$ cat src/rtl/fpu_cmp_responder.sv
//------------------------------------------------------------------------------
// fpu_cmp_responder : single-precision compare responder for the FPU
//                     decode/execute/flush handshake; other opcodes pass opA.
// Option macro      : FPU_CMP_DAZ_EN (denormal operands compare as signed zero)
// Revision          : 1.0 - initial release
//------------------------------------------------------------------------------
`default_nettype none

module fpu_cmp_responder #(
    parameter int LATENCY            = 3,
    parameter int OR1K_FPUOP_WIDTH   = 8,
    parameter int OR1K_FPCSR_RM_SIZE = 2,
    parameter int OR1K_FPCSR_WIDTH   = 12
) (
    input  logic                          clk,
    input  logic                          reset_n,
    input  logic                          flush,
    input  logic                          decode,
    input  logic                          execute,
    input  logic [OR1K_FPUOP_WIDTH-1:0]   fpuOp,
    input  logic [OR1K_FPCSR_RM_SIZE-1:0] rounding,
    input  logic [31:0]                   opA,
    input  logic [31:0]                   opB,
    output logic [31:0]                   fpuOut,
    output logic                          validarithmetic,
    output logic                          compare,
    output logic                          validcompare,
    output logic [OR1K_FPCSR_WIDTH-1:0]   fpcsr
);

    localparam logic [1:0] S_IDLE    = 2'd0;
    localparam logic [1:0] S_DECODED = 2'd1;
    localparam logic [1:0] S_BUSY    = 2'd2;
    localparam logic [1:0] S_DONE    = 2'd3;

    localparam logic [3:0] C_CNT_LOAD = 4'(LATENCY - 1);

    logic [1:0]                    r_state;
    logic [3:0]                    r_cnt;
    logic [31:0]                   r_opa;
    logic [31:0]                   r_opb;
    logic [3:0]                    r_op;
    logic [OR1K_FPCSR_RM_SIZE-1:0] r_rm;

    logic [31:0]                   r_fpuout;
    logic                          r_valid_ar;
    logic                          r_valid_cmp;
    logic                          r_compare;
    logic [OR1K_FPCSR_WIDTH-1:0]   r_fpcsr;

    // Opcode bits above the compare selector do not affect behaviour.
    logic w_unused;
    assign w_unused = ^fpuOp[OR1K_FPUOP_WIDTH-1:4];

    logic        w_a_nan, w_b_nan, w_a_snan, w_b_snan, w_any_nan, w_any_snan;
    logic [30:0] w_a_mag, w_b_mag;
    logic        w_a_zero, w_b_zero, w_eq, w_lt, w_gt;
    logic        w_rsv, w_ord, w_cmp;
    logic [OR1K_FPCSR_WIDTH-1:0] w_csr_cmp;
    logic [OR1K_FPCSR_WIDTH-1:0] w_csr_ar;

    assign w_a_nan    = (r_opa[30:23] == 8'hFF) && (r_opa[22:0] != 23'd0);
    assign w_b_nan    = (r_opb[30:23] == 8'hFF) && (r_opb[22:0] != 23'd0);
    assign w_a_snan   = w_a_nan && !r_opa[22];
    assign w_b_snan   = w_b_nan && !r_opb[22];
    assign w_any_nan  = w_a_nan || w_b_nan;
    assign w_any_snan = w_a_snan || w_b_snan;

`ifdef FPU_CMP_DAZ_EN
    assign w_a_mag = (r_opa[30:23] == 8'd0) ? 31'd0 : r_opa[30:0];
    assign w_b_mag = (r_opb[30:23] == 8'd0) ? 31'd0 : r_opb[30:0];
`else
    assign w_a_mag = r_opa[30:0];
    assign w_b_mag = r_opb[30:0];
`endif

    assign w_a_zero = (w_a_mag == 31'd0);
    assign w_b_zero = (w_b_mag == 31'd0);

    // Sign-magnitude ordering; both zeros are equal regardless of sign.
    assign w_eq = (w_a_zero && w_b_zero) ||
                  ((r_opa[31] == r_opb[31]) && (w_a_mag == w_b_mag));
    assign w_lt = !w_eq &&
                  ((r_opa[31] != r_opb[31]) ? r_opa[31] :
                   (r_opa[31] ? (w_a_mag > w_b_mag) : (w_a_mag < w_b_mag)));
    assign w_gt = !w_eq && !w_lt;

    assign w_rsv = (r_op[2:1] == 2'b11);
    assign w_ord = (r_op[2:0] >= 3'd2) && !w_rsv;

    always_comb begin
        w_cmp = 1'b0;
        case (r_op[2:0])
            3'd0:    w_cmp = w_eq;
            3'd1:    w_cmp = !w_eq;
            3'd2:    w_cmp = w_gt;
            3'd3:    w_cmp = w_gt || w_eq;
            3'd4:    w_cmp = w_lt;
            3'd5:    w_cmp = w_lt || w_eq;
            default: w_cmp = 1'b0;
        endcase
        if (w_any_nan) begin
            w_cmp = (r_op[2:0] == 3'd1);
        end
    end

    always_comb begin
        w_csr_ar = '0;
        w_csr_ar[OR1K_FPCSR_RM_SIZE:1] = r_rm;
        w_csr_cmp    = w_csr_ar;
        w_csr_cmp[5] = w_any_snan;
        w_csr_cmp[6] = w_any_nan;
        w_csr_cmp[9] = w_rsv || (w_any_nan && (w_ord || w_any_snan));
    end

    always_ff @(posedge clk) begin
        if (!reset_n || flush) begin
            r_state     <= S_IDLE;
            r_cnt       <= 4'd0;
            r_opa       <= 32'd0;
            r_opb       <= 32'd0;
            r_op        <= 4'd0;
            r_rm        <= '0;
            r_fpuout    <= 32'd0;
            r_valid_ar  <= 1'b0;
            r_valid_cmp <= 1'b0;
            r_compare   <= 1'b0;
            r_fpcsr     <= '0;
        end else begin
            case (r_state)
                S_IDLE: begin
                    if (decode) begin
                        r_state <= S_DECODED;
                    end
                end
                S_DECODED: begin
                    if (execute) begin
                        r_opa   <= opA;
                        r_opb   <= opB;
                        r_op    <= fpuOp[3:0];
                        r_rm    <= rounding;
                        r_cnt   <= C_CNT_LOAD;
                        r_state <= S_BUSY;
                    end else begin
                        r_state <= S_IDLE;
                    end
                end
                S_BUSY: begin
                    if (r_cnt == 4'd0) begin
                        r_state <= S_DONE;
                        if (r_op[3]) begin
                            r_valid_cmp <= 1'b1;
                            r_compare   <= w_cmp;
                            r_fpuout    <= 32'd0;
                            r_fpcsr     <= w_csr_cmp;
                        end else begin
                            r_valid_ar  <= 1'b1;
                            r_compare   <= 1'b0;
                            r_fpuout    <= r_opa;
                            r_fpcsr     <= w_csr_ar;
                        end
                    end else begin
                        r_cnt <= r_cnt - 4'd1;
                    end
                end
                S_DONE: begin
                    if (decode) begin
                        r_valid_ar  <= 1'b0;
                        r_valid_cmp <= 1'b0;
                        r_state     <= S_DECODED;
                    end
                end
                default: r_state <= S_IDLE;
            endcase
        end
    end

    assign fpuOut          = r_fpuout;
    assign validarithmetic = r_valid_ar;
    assign compare         = r_compare;
    assign validcompare    = r_valid_cmp;
    assign fpcsr           = r_fpcsr;

endmodule

`default_nettype wire

$ cat config.mk
export PLATFORM = sky130hd
export DESIGN_NAME = fpu_cmp_responder
export DESIGN_NICKNAME = d
export VERILOG_FILES = /design/src/rtl/fpu_cmp_responder.sv
export SDC_FILE = /design/constraint.sdc
export NUM_CORES = 1
export LEC_CHECK = 0
export BUFFER_PORTS_ARGS = -buffer_cell sky130_fd_sc_hd__buf_4
export CAP_MARGIN = 10
export CORE_UTILIZATION = 50
export DETAILED_ROUTE_END_ITERATION = 10
export PLACE_DENSITY = 0.85
export SETUP_SLACK_MARGIN = 0.4
export SYNTH_ARGS = -nofsm -noshare
export SYNTH_HDL_FRONTEND = slang
export SYNTH_SLANG_ARGS = --single-unit
$ cat constraint.sdc
create_clock -name clk -period 4.3 [get_ports clk]
set_input_delay 0.86 -clock clk [delete_from_list [all_inputs] [get_ports clk]]
set_output_delay 0.86 -clock clk [all_outputs]
set_load 0.01 [all_outputs]
==> results of run 1 <==
-- worst reg2reg max path, cell delays in order (launching register included) --
cell and delay [ps]:
dfxtp_1 380, inv_1 60, ha_1 330, nand2_1 80, or2_4 280, nor4_4 310, a31oi_1 180, or2_0 280
a222oi_1 380, a2111oi_1 120
-- state kept, by name (all words and copies together), names as in the netlist --
| name | cells |
|---|---|
| r_opa | 32 |
| r_op | 4 |
| fpcsr | 5 |
| r_rm | 2 |
| r_cnt | 4 |
| r_state | 2 |
| compare | 1 |
| validarithmetic | 1 |
| r_opb | 32 |
| validcompare | 1 |
| fpuOut | 32 |
-- layer usage --
layer,vias to the layer above,wire (µm),share of wire,global-route usage
li1,2575,-,-,-
met1,2414,6080,0.42,0.317
met2,204,7160,0.50,0.435
met3,32,923,0.064,0.0687
met4,0,287,0.020,0.109
met5,-,0,0,0
-- report_power, final --
group	switching, mW	internal (mW)	leakage (nW)
combinational	0.107	0.0941	1.68
sequential	0.00965	1.08	0.935
clock	0.486	1.01	0.314
-- kinds of logic (layout without fill, tap and decap cells) --
family / after synthesis / in the layout / synth area share
other: 1 / 7 / 0.000689
AND/OR/NAND/NOR: 304 / 304 / 0.256
AO/OA/AOI/OAI: 152 / 152 / 0.152
XOR/XNOR: 4 / 4 / 0.00643
flip-flops: 116 / 116 / 0.426
adder cells (fa/ha/maj): 38 / 38 / 0.0873
multiplexers: 3 / 3 / 0.00574
buffers and inverters: 87 / 192 / 0.0652
-- per-stage QoR --
step | hold WS [ps] | area (µm²)
final | 458 | 7010
after floorplan | 432 | 5470
after CTS | 458 | 6970
after global placement | 437 | 6330
after global routing | 475 | 7010
after detailed placement | 451 | 6330
-- area by class of cell --
type                    count  share of cell area
clock buffers              23              0.0694
clock inverters             9              0.0211
inverters                  40              0.0214
multi-input cells         508               0.400
flip-flops and latches    116               0.331
well taps                 136              0.0243
repair buffers            120               0.133
-- Yosys cell counts (all sizes together) (3+ instances only) --
| cell type | n | area, µm² |
|---|---|---|
| clkbuf | 36 | 135 |
| and2 | 3 | 18.8 |
| and3 | 32 | 200 |
| a21o | 4 | 30.0 |
| nor2 | 50 | 188 |
| a21oi | 122 | 611 |
| ha | 38 | 475 |
| buf | 11 | 70.1 |
| nand3 | 9 | 45.0 |
| nor3 | 7 | 35.0 |
| o21ai | 7 | 35.0 |
| nor4 | 19 | 155 |
| inv | 40 | 150 |
| xnor2 | 3 | 26.3 |
| or2 | 3 | 21.3 |
| nand2 | 162 | 608 |
| a211oi | 5 | 37.5 |
| nand4 | 14 | 87.6 |
| dfxtp | 116 | 2320 |
-- worst paths after layout --
path / from / depth (start not counted) / to / slack (ps)
worst max register to register: r_opb[27]$_SDFFE_PP0P_ / 9 / compare$_SDFFE_PP0P_ / 1740
worst min-delay path: r_rm[0]$_SDFFE_PP0P_ / 2 / fpcsr[1]$_SDFFE_PP0P_ / 460
worst max-delay path: r_opb[27]$_SDFFE_PP0P_ / 9 / compare$_SDFFE_PP0P_ / 1740
worst min register to register: r_rm[0]$_SDFFE_PP0P_ / 2 / fpcsr[1]$_SDFFE_PP0P_ / 460
==> flow_metrics.env, run 1 <==
export IMPL_status="finished clean"
export IMPL_final_common_cell="nand2_1"
export IMPL_cp_num_buf_inv=1
export IMPL_slowest_stage="dfxtp_1"
export IMPL_drt_initial_drc_count=349
export IMPL_avgSynthCellArea_um2=7.73
export IMPL_pre_cts_ws_ps=1690
export IMPL_fin_crit_sh=0.595
export IMPL_synthFlopType="dfxtp_1"
export IMPL_rsz0062_at_grt="no"
export IMPL_num_rows=37
export IMPL_end_kind="flip-flop"
export IMPL_finalPower_mw=2.79
export IMPL_fin_nets=920
export IMPL_cts_setup_buffers=0
export IMPL_clk_pin_slew_ps=60
export IMPL_ys_seq_elements=116
export IMPL_ys_seq_area_frac=0.426
export IMPL_cts_repair_resized=0
export IMPL_via_count=5225
export IMPL_ant_nets=0
export IMPL_skew_ps=11.6
export IMPL_dieArea_mm2=0.0113
export IMPL_fin_crit_ps=2560
export IMPL_regArea_mm2=0.00232
export IMPL_die_h_um=106
export IMPL_synth_edf_count=0
export IMPL_io_pins=126
export IMPL_setup_ws_ps=1740
export IMPL_maxCapViolations=0
export IMPL_hpwlAfterDp_um=9800
export IMPL_routed_wl_um=14500
export IMPL_final_cell_mix="nand2_1, a21oi_1, buf_4, dfxtp_1, nor2_1"
export IMPL_path_cells="inv_1 > ha_1 > nand2_1 > or2_4 > nor4_4 > a31oi_1 > or2_0 > a222oi_1 > a2111oi_1"
export IMPL_hold_viol_final=0
export IMPL_fin_cells=952
export IMPL_fin_tns_setup_ps=0
export IMPL_route_detailed_drc=0
export IMPL_grt_remaining_overflow=0
export IMPL_worstMarginPinSlew_ps=901
export IMPL_cts_tree="done"
export IMPL_slowest_delay_ps=380
export IMPL_clockBufferDepth=2
export IMPL_numPortBuffers=114
export IMPL_gp_congestion=0.903
export IMPL_slew_headroom=0.398
export IMPL_n_antenna_cell=0
export IMPL_cts_root_buf="clkbuf_8"
export IMPL_path_delay_family="simple AND/OR/NAND/NOR gates"
export IMPL_via_per_inst=5.49
export IMPL_power_density_mw_per_mm2=399
export IMPL_cts_sinks=116
export IMPL_syn_to_final_growth_pct=28.8
export IMPL_setup_viol=0
export IMPL_worst_setup_path_type="reg -> reg"
export IMPL_dp_cells=918
export IMPL_clkLatencyLatePin_ps=520
export IMPL_synthCells=705
export IMPL_slew_violations=0
export IMPL_core_area_mm2=0.0105
export IMPL_numCtsBuffers=17
export IMPL_fillers=862
export IMPL_grt_first_pass_wirelength_um=23200
export IMPL_yosys_warnings=0
export IMPL_drive_gt1_frac=0.196
export IMPL_wire_per_inst_um=15.2
export IMPL_max_freq_ghz=0.391
export IMPL_synth_area_mm2=0.00545
export IMPL_initial_core_util=0.521
export IMPL_die_w_um=106
export IMPL_grt_usage=0.261
export IMPL_required_ps=4660
export IMPL_start_kind="flip-flop"
export IMPL_synth_cell_types=46
export IMPL_critPathArrivalTime_ps=2920
export IMPL_grt_pass1_vias=4968
export IMPL_fin_util=0.670
export IMPL_firstDrtPassIters=5
export IMPL_hold_buffers=0
export IMPL_synthArstFlopShare=0
export IMPL_crit_fanout=4
export IMPL_hold_class="reg -> reg"
export IMPL_antenna_found_initial=0
export IMPL_ir_drop_mv=0.220
export IMPL_p_leak_nw=2.93
export IMPL_htreeDepth=4
export IMPL_multi_input_area_mm2=0.00280
export IMPL_grt_max_degree=76
(Power assumes the default switching activity.)
==> run 2: changes to the inputs <==
--- a/config.mk
+++ b/config.mk
@@ -7,9 +7,9 @@
 export LEC_CHECK = 0
 export BUFFER_PORTS_ARGS = -buffer_cell sky130_fd_sc_hd__buf_4
 export CAP_MARGIN = 10
-export CORE_UTILIZATION = 50
+export CORE_UTILIZATION = 49
 export DETAILED_ROUTE_END_ITERATION = 10
-export PLACE_DENSITY = 0.85
+export PLACE_DENSITY = 0.87
 export SETUP_SLACK_MARGIN = 0.4
 export SYNTH_ARGS = -nofsm -noshare
 export SYNTH_HDL_FRONTEND = slang
==> constraint.sdc (replaced) <==
create_clock -name clk -period 2.2 [get_ports clk]
set_input_delay 0.44 -clock clk [delete_from_list [all_inputs] [get_ports clk]]
set_output_delay 0.44 -clock clk [all_outputs]
set_load 0.01 [all_outputs]
==> flow_metrics.env, run 2 (synthesis gave the netlist of run 1 again) <==
export IMPL_critPathArrivalTime_ps=2650
export IMPL_worst_setup_path_type="reg -> reg"
export IMPL_setup_viol=1
export IMPL_gp_congestion=0.847
export IMPL_ant_nets=0
export IMPL_grt_pass1_vias=5169
export IMPL_slew_violations=0
export IMPL_grt_max_degree=58
export IMPL_dieArea_mm2=0.0115
export IMPL_holdWs_ps=164
export IMPL_via_count=5452
export IMPL_path_cells="inv_2 > ha_4 > nand3_4 > or2_4 > buf_4 > nor4_4 > o21ai_2 > a2bb2oi_2 > nor3_1 > a2111oi_1"
export IMPL_clkLatencyLatePin_ps=520
export IMPL_maxCapViolations=0
export IMPL_pre_cts_ws_ps=-105
export IMPL_clockBufferDepth=2
export IMPL_met1_usage=0.327
export IMPL_cts_tree="done"
export IMPL_drt_initial_drc_count=316
export IMPL_routed_wl_um=15400
export IMPL_cts_sinks=116
export IMPL_clk_pin_slew_ps=60
export IMPL_met2_usage=0.467
export IMPL_fin_nets=945
export IMPL_wire_per_inst_um=15.7
export IMPL_start_kind="flip-flop"
export IMPL_max_freq_ghz=0.443
export IMPL_setup_ws_ps=-56.4
export IMPL_hold_viol_final=0
export IMPL_numPortBuffers=114
export IMPL_hold_class="in -> reg"
export IMPL_n_antenna_cell=0
export IMPL_num_rows=38
export IMPL_ir_drop_mv=0.447
export IMPL_initial_core_util=0.502
export IMPL_slowest_delay_ps=370
export IMPL_place_area_mm2=0.00654
export IMPL_status="finished, violations left"
export IMPL_fin_crit_ps=2260
export IMPL_required_ps=2600
export IMPL_cp_num_buf_inv=2
export IMPL_crit_fanout=3
export IMPL_antenna_found_initial=0
export IMPL_path_delay_family="simple AND/OR/NAND/NOR gates"
export IMPL_met3_usage=0.0502
export IMPL_fin_tns_setup_ps=-56.4
export IMPL_cts_root_buf="clkbuf_8"
export IMPL_syn_to_final_growth_pct=35.0
export IMPL_via_per_inst=5.56
export IMPL_grt_remaining_overflow=0
export IMPL_end_kind="flip-flop"
export IMPL_grt_first_pass_wirelength_um=24100
export IMPL_slowest_stage="dfxtp_4"
export IMPL_io_pins=126
export IMPL_fin_crit_sh=1.03
export IMPL_final_common_cell="nand2_1"
export IMPL_fin_area_mm2=0.00735
export IMPL_die_h_um=107
export IMPL_fin_util=0.678
export IMPL_hpwlAfterDp_um=9860
export IMPL_drive_gt1_frac=0.270
export IMPL_firstDrtPassIters=5
export IMPL_die_w_um=107
export IMPL_htreeDepth=4
export IMPL_power_density_mw_per_mm2=721
export IMPL_slew_headroom=0.346
export IMPL_worstMarginPinSlew_ps=980
export IMPL_core_area_mm2=0.0108
export IMPL_rsz0062_at_grt="yes"
export IMPL_grt_busiest_layer="met2"
export IMPL_final_cell_mix="nand2_1, buf_4, a21oi_1, dfxtp_1, nor2_1"
export IMPL_grt_usage=0.269
export IMPL_violations="setup timing"
export IMPL_skew_ps=12.1
export IMPL_p_leak_nw=3.07
export IMPL_numCtsBuffers=17
export IMPL_route_detailed_drc=0
export IMPL_fillers=850
run 2: path summary, 6_finish.rpt:
check	from	end	slack, ps	depth (start not counted)
hold / removal	opA[8]	r_opa[8]$_SDFFE_PP0P_	160	3
hold reg to reg	r_rm[1]$_SDFFE_PP0P_	r_rm[1]$_SDFFE_PP0P_	460	2
setup / recovery	r_opb[24]$_SDFFE_PP0P_	compare$_SDFFE_PP0P_	-60	10
setup reg to reg	r_opb[24]$_SDFFE_PP0P_	compare$_SDFFE_PP0P_	-60	10
run 2: cell type report:
| class | count | area, µm² | share of cell area |
|---|---|---|---|
| Clock buffer | 21 | 459 | 0.0624 |
| Clock inverter | 11 | 125 | 0.0170 |
| Inverter | 40 | 150 | 0.0204 |
| Multi-Input combinational cell | 508 | 2980 | 0.405 |
| Sequential cell | 116 | 2340 | 0.319 |
| Tap cell | 140 | 175 | 0.0238 |
| Timing Repair Buffer | 145 | 1120 | 0.153 |
run 2: through the flow:
step                      instances  power, mW
after floorplan                 711       2.41
after global placement          940       2.57
after detailed placement        940       2.58
after CTS                       977       5.29
after global routing            981       5.45
final                           981       5.30
run 2: per-layer routing:
layer,vias to the layer above,wire [µm],part of all wire
met5,-,0,0
met1,2555,6370,0.41
li1,2631,-,-
met3,37,1050,0.068
met4,0,312,0.020
met2,229,7690,0.50
run 2: where the power goes:
group | leakage (nW) | internal [mW] | switching (mW)
registers | 0.944 | 2.12 | 0.0193
logic | 1.85 | 0.234 | 0.235
clock network | 0.273 | 1.70 | 0.995
run 2: worst min-delay path, stage by stage:
cell     delay [ps]
buf_4           110
nand2_1          40
a21oi_1          50
run 2: timing repair:
| item | 4_1_cts | 5_1_grt |
|---|---|---|
| resized for setup | 14 | 28 |
| endpoints found under the setup margin | 43 | 58 |
| hold buffers | 0 | 0 |
| setup buffers | 5 | 4 |
| pin swaps | 7 | 11 |
